--- config.mk ---
export PLATFORM = sky130hd
export DESIGN_NAME = mux4x1_rr_flat
export DESIGN_NICKNAME = d
export VERILOG_FILES = /design/src/rtl/mux4x1_rr_pkg.sv /design/src/rtl/mux4x1_rr_if.sv /design/src/rtl/mux4x1_rr_arbiter.sv /design/src/rtl/mux4x1_rr.sv /design/src/flat_wrapper.sv
export SDC_FILE = /design/constraint.sdc
export NUM_CORES = 1
export LEC_CHECK = 0
export CAP_MARGIN = 0
export CORE_ASPECT_RATIO = 0.6
export CORE_UTILIZATION = 34
export CTS_CLUSTER_DIAMETER = 50
export CTS_CLUSTER_SIZE = 28
export DETAILED_ROUTE_END_ITERATION = 8
export PLACE_DENSITY = 0.76
export SETUP_SLACK_MARGIN = 0.1
export SYNTH_ARGS = -nofsm -noshare
export SYNTH_HDL_FRONTEND = slang
export SYNTH_SLANG_ARGS = --single-unit
--- constraint.sdc ---
create_clock -name clk -period 1.7 [get_ports clk]
set_input_delay 0.34 -clock clk [delete_from_list [all_inputs] [get_ports clk]]
set_output_delay 0.34 -clock clk [all_outputs]
set_load 0.1 [all_outputs]
--- src/rtl/mux4x1_rr_pkg.sv ---
// ---------------------------------------------------------------------------
// mux_pkg: shared constants and types for the 4-channel round-robin stream
// multiplexer.
//   NUM_CH : number of input lanes
//   SEL_W  : width of the channel tag / pointer
//   sel_t  : channel index type (00 = lane 0 ... 11 = lane 3)
//   onehot4: one-hot decode of a channel index
// ---------------------------------------------------------------------------
package mux_pkg;

  localparam int NUM_CH = 4;
  localparam int SEL_W  = 2;

  typedef logic [SEL_W-1:0] sel_t;

  function automatic logic [NUM_CH-1:0] onehot4(input sel_t idx);
    logic [NUM_CH-1:0] v;
    v = '0;
    v[idx] = 1'b1;
    return v;
  endfunction

endpackage

--- src/rtl/mux4x1_rr_if.sv ---
// ---------------------------------------------------------------------------
// mux4x1_rr_if: bundles the four input lanes and the single output lane.
//   master modport : environment side (drives in_*, out_ready)
//   slave  modport : multiplexer side (drives in_ready, out_*)
// in_last exists only when MUX4X1_LOCK_EN is defined.
//
// Handshake: a beat moves on a lane in any cycle where valid and ready are
// both 1 at the rising edge of clk. A source holds valid and its data stable
// until the beat is taken; ready may change freely and carries no meaning
// while valid is 0.
// ---------------------------------------------------------------------------
interface mux4x1_rr_if #(
  parameter int WIDTH = 8
);
  import mux_pkg::*;

  logic [NUM_CH*WIDTH-1:0] in_data;
  logic [NUM_CH-1:0]       in_valid;
  logic [NUM_CH-1:0]       in_ready;
`ifdef MUX4X1_LOCK_EN
  logic [NUM_CH-1:0]       in_last;
`endif
  logic [WIDTH-1:0]        out_data;
  sel_t                    out_sel;
  logic                    out_valid;
  logic                    out_ready;

  modport master (
    output in_data, in_valid,
`ifdef MUX4X1_LOCK_EN
    output in_last,
`endif
    input  in_ready,
    input  out_data, out_sel, out_valid,
    output out_ready
  );

  modport slave (
    input  in_data, in_valid,
`ifdef MUX4X1_LOCK_EN
    input  in_last,
`endif
    output in_ready,
    output out_data, out_sel, out_valid,
    input  out_ready
  );

endinterface

--- src/rtl/mux4x1_rr_arbiter.sv ---
// ---------------------------------------------------------------------------
// rr_arbiter4: combinational 4-way round-robin arbiter.
//   req     : per-lane request
//   ptr     : highest-priority lane this cycle; search runs ptr, ptr+1, ...
//   enable  : when 0, gnt is forced to 0 (gnt_idx/any still report the winner)
//   gnt     : one-hot grant
//   gnt_idx : index of the winning lane
//   any     : at least one request present
// ---------------------------------------------------------------------------
module rr_arbiter4
  import mux_pkg::*;
(
  input  logic [NUM_CH-1:0] req,
  input  sel_t              ptr,
  input  logic              enable,
  output logic [NUM_CH-1:0] gnt,
  output sel_t              gnt_idx,
  output logic              any
);

  sel_t idx;

  always_comb begin
    gnt     = '0;
    gnt_idx = '0;
    any     = 1'b0;
    idx     = '0;
    // Walk from the farthest offset down to offset 0 so the lane closest to
    // ptr overwrites earlier hits and wins.
    for (int k = NUM_CH - 1; k >= 0; k--) begin
      idx = ptr + sel_t'(k);
      if (req[idx]) begin
        gnt_idx = idx;
        any     = 1'b1;
      end
    end
    if (enable && any) gnt = onehot4(gnt_idx);
  end

endmodule

--- src/rtl/mux4x1_rr.sv ---
// ---------------------------------------------------------------------------
// mux4x1_rr: merges four valid/ready lanes onto one registered output lane,
// tagging each beat with its source channel (out_sel). Round-robin grant.
//   clk   : rising-edge clock
//   reset : synchronous, active-high
//   bus   : mux4x1_rr_if.slave (in_data/in_valid/in_ready[/in_last],
//           out_data/out_sel/out_valid/out_ready)
// Optional feature MUX4X1_LOCK_EN: once a lane is accepted with in_last = 0,
// the grant stays on that lane until its in_last = 1 beat, so bursts never
// interleave on out_sel.
// ---------------------------------------------------------------------------
module mux4x1_rr
  import mux_pkg::*;
#(
  parameter int WIDTH = 8
) (
  input logic          clk,
  input logic          reset,
  mux4x1_rr_if.slave   bus
);

  logic [WIDTH-1:0]  data_q;
  sel_t              sel_q;
  logic              valid_q;
  sel_t              ptr_q;

  logic              load;
  logic [NUM_CH-1:0] req;
  logic [NUM_CH-1:0] gnt;
  sel_t              gnt_idx;
  logic              any;
  logic              accept;

  // Output register can take a beat when empty or being drained this edge.
  assign load = !valid_q || bus.out_ready;

`ifdef MUX4X1_LOCK_EN
  logic lock_q;
  // While locked, sel_q still names the lane that owns the burst.
  assign req = lock_q ? (bus.in_valid & onehot4(sel_q)) : bus.in_valid;
`else
  assign req = bus.in_valid;
`endif

  rr_arbiter4 u_arb (
    .req     (req),
    .ptr     (ptr_q),
    .enable  (load && !reset),
    .gnt     (gnt),
    .gnt_idx (gnt_idx),
    .any     (any)
  );

  assign accept      = any && load && !reset;
  assign bus.in_ready = gnt;

  always_ff @(posedge clk) begin
    if (reset) begin
      data_q  <= '0;
      sel_q   <= '0;
      valid_q <= 1'b0;
      ptr_q   <= '0;
`ifdef MUX4X1_LOCK_EN
      lock_q  <= 1'b0;
`endif
    end else if (accept) begin
      data_q  <= bus.in_data[int'(gnt_idx)*WIDTH +: WIDTH];
      sel_q   <= gnt_idx;
      valid_q <= 1'b1;
`ifdef MUX4X1_LOCK_EN
      lock_q  <= !bus.in_last[gnt_idx];
      if (bus.in_last[gnt_idx]) ptr_q <= gnt_idx + sel_t'(1);
`else
      ptr_q   <= gnt_idx + sel_t'(1);
`endif
    end else if (bus.out_ready) begin
      valid_q <= 1'b0;
    end
  end

  assign bus.out_data  = data_q;
  assign bus.out_sel   = sel_q;
  assign bus.out_valid = valid_q;

endmodule

--- src/flat_wrapper.sv ---
// flat-port wrapper written by rule: the top's interface ports become plain ports
module mux4x1_rr_flat import mux_pkg::*;
#(
  parameter int WIDTH = 8
)
  (clk, reset, bus_in_data, bus_in_valid, bus_in_ready, bus_out_data, bus_out_sel, bus_out_valid, bus_out_ready);
  mux4x1_rr_if #(.WIDTH(WIDTH)) bus_i ();
  input logic clk;
  input logic reset;
  input wire logic [$bits(bus_i.in_data)-1:0] bus_in_data;
  input wire logic [$bits(bus_i.in_valid)-1:0] bus_in_valid;
  output wire logic [$bits(bus_i.in_ready)-1:0] bus_in_ready;
  output wire logic [$bits(bus_i.out_data)-1:0] bus_out_data;
  output wire logic [$bits(bus_i.out_sel)-1:0] bus_out_sel;
  output wire logic [$bits(bus_i.out_valid)-1:0] bus_out_valid;
  input wire logic [$bits(bus_i.out_ready)-1:0] bus_out_ready;
  assign bus_i.in_data = bus_in_data;
  assign bus_i.in_valid = bus_in_valid;
  assign bus_in_ready = bus_i.in_ready;
  assign bus_out_data = bus_i.out_data;
  assign bus_out_sel = bus_i.out_sel;
  assign bus_out_valid = bus_i.out_valid;
  assign bus_i.out_ready = bus_out_ready;
  mux4x1_rr #(.WIDTH(WIDTH)) u_core (.clk(clk), .reset(reset), .bus(bus_i));
endmodule
==> out/qor.csv <==
metric,value,unit
status,finished with violations,
violations,setup timing,
instances_no_fill,234,
vias_per_cell,6.329,
report.final.slew_viol_count,0,
synth_cell_type_count,30,
drtPass1Iterations,4,
grt_overflow_total,0,
io_buffers,53,
synthCells,114,
grt_pass1_wl,7.362,mm
dieArea,0.003015,mm²
track_usage,32.73,%
worstHoldStart,u_core.bus.out_data[4]$_SDFFE_PP0P_,
fin_crit_sh,121.0,%
cts_hold_buf,0,
gr-max-usage-layer,met2,
cts_buffer_depth,2,
detail-route-antenna-nets,0,
holdPathStages,2,
grt_use_met1,39.68,%
dp.cells,219,
cts_tree,yes,
rsz0062_at_grt,yes,
htree_levels,1,
place.gp.congestion,0.8459,
clockRootBuffer,clkbuf_8,
yosys_register_bits,13,
start_kind,register,
drc,0,
critical_path.max_fanout,3,
layout_common_cells,"clkdlybuf4s50_1, buf_4, buf_12",
antenna_cells,0,
grt_pass1_vias,1433,
maxSlewHeadroom,58.97,%
dpl.hpwl,2.764,mm
die_w,70.23,µm
hold_viol,0,
cts_made_buffers,3,
worstSkewPairLatency,0.26,ns
finalCriticalPeriod,2.056,ns
cp.required,1.36,ns
power.leakage,0.9269,nW
place_area,0.001902,mm²
final_common_cell,clkdlybuf4s50_1,
final_util,90.96,%
routed_wl,5.747,mm
worstReg2RegStart,u_core.ptr_q[1]$_SDFFE_PP0P_,
power,2.295,mW
use_met2,54.67,%
fp-row-count,14,
setup_tns,-2.130,ns
start_util,36.88,%
startpoint,u_core.ptr_q[1]$_SDFFE_PP0P_,
worstHoldPathType,reg2reg,
ff2ff_path_depth,9,
drive_gt1_share,51.49,%
crit_type,reg2out,
seq_area_frac_synth,27.40,%
clock.fmax,0.4863,GHz
io_pins,54,
setup_slack,-0.3563,ns
grt_antenna_before_repair,0,
syn-num-nets,153,
powerDensity,979.9,mW/mm²
syn_area_per_cell,8.330,µm²
vdd_ir_drop_max,0.6840,mV
cap_violations,0,
place_ws,-0.8172,ns
clk_pin_slew,0.05,ns
area_growth,146.6,%
core_area,0.002575,mm²
fin_worst_skew,0.007890,ns
die_y,42.94,µm
met3_usage,10.21,%
drtIter0Drc,105,
fin_area,0.002342,mm²
setup_viol,12,
timing.hold.ws,0.5116,ns
cts.sinks,13,
yosysWarnings,0,
synthesis.area,949.7,µm²
final_net_count,242,
num_vias,1481,
worst_pin_slew,0.6155,ns
crit_arrival,1.72,ns
routedWlPerCell,24.56,µm
end_kind,primary output,
grt_start_max_net_pins,9,
[synthesized netlist by cell type]
master     n  share of area, %
or3_1      1              0.66
o21bai_1   2               1.6
a211oi_4   1               2.1
buf_2      3               1.6
a221oi_1  16                15
a21o_1     1              0.79
nor2_1     4               1.6
dfxtp_1   13                27
nand2b_1   1              0.66
a211oi_2   1               1.3
nor4_2     1               1.3
o21ai_1    9               4.7
nor2b_1   10               6.6
nor4_4     1               2.2
nand2_1   10               4.0
nor2_2     2               1.3
and3_1     2               1.3
and2b_1    1              0.79
and2_1     9               5.9
mux2i_1    1               1.1
nor3b_1    8               6.3
or2_1      1              0.66
a21oi_1    5               2.6
xnor2_1    1              0.92
nor2b_4    1               1.4
inv_2      1              0.39
o21ai_0    1              0.53
buf_6      2               2.4
a211o_1    1              0.92
nor3_1     4               2.1
[worst max-delay path: stages (launching register included)]
cell and delay [ns]:
dfxtp_4 0.37, nand2_2 0.06, a211o_1 0.32, and2_4 0.17
buf_6 0.13, nor3_4 0.21, buf_12 0.20
[state kept, by name, summed over array words and instances, names as in the netlist]
name                  cells
u_core.bus.out_data       8
u_core.bus.out_sel        2
u_core.bus.out_valid      1
u_core.ptr_q              2
[kinds of logic after synthesis]
group	count (synthesis)	synth area share (%)
muxes	1	1.054
xor gates and xnor gates	1	0.9224
AOI/OAI and AO/OA	37	29.38
DFF	13	27.40
and+or+nand+nor	56	36.89
buffers and inverters	6	4.347
[final timing paths]
path | to | slack (ns)
setup reg to reg | u_core.bus.out_data[7]$_SDFFE_PP0P_ | -0.12
hold / removal | u_core.bus.out_data[4]$_SDFFE_PP0P_ | 0.51
setup / recovery | bus_in_ready[1] | -0.36
hold reg to reg | u_core.bus.out_data[4]$_SDFFE_PP0P_ | 0.51
[final cells by class]
class	instances	area, µm²
fillers	95	232.7
flip-flops and latches	13	271.5
multi-input cells	95	937.1
repair buffers	89	1045
inverters	1	3.754
well taps	32	40.04
clock buffers	4	45.04
[power by group]
| part | internal [mW] | switching (mW) | total, mW | leakage, nW |
|---|---|---|---|---|
| clock | 0.166 | 0.129 | 0.296 | 0.0228 |
| combinational | 0.669 | 0.888 | 1.56 | 0.794 |
| sequential | 0.366 | 0.0758 | 0.442 | 0.110 |
| total | 1.20 | 1.09 | 2.30 | 0.927 |
[what timing repair did]
| item | 4_1_cts | 5_1_grt |
|---|---|---|
| endpoints found under the setup margin | 16 | 13 |
| gates resized for setup | 55 | 25 |
| pin swaps | 14 | 16 |
| buffers inserted | 8 | 2 |
| cloned | 1 | 0 |
[layer usage]
layer  up-vias  share of wire (%)
li1        615                  -
met3        33                8.6
met4         0                4.4
met1       724                 39
met2       109                 48
met5         -                  0
Power figures use the tool's default switching activity.
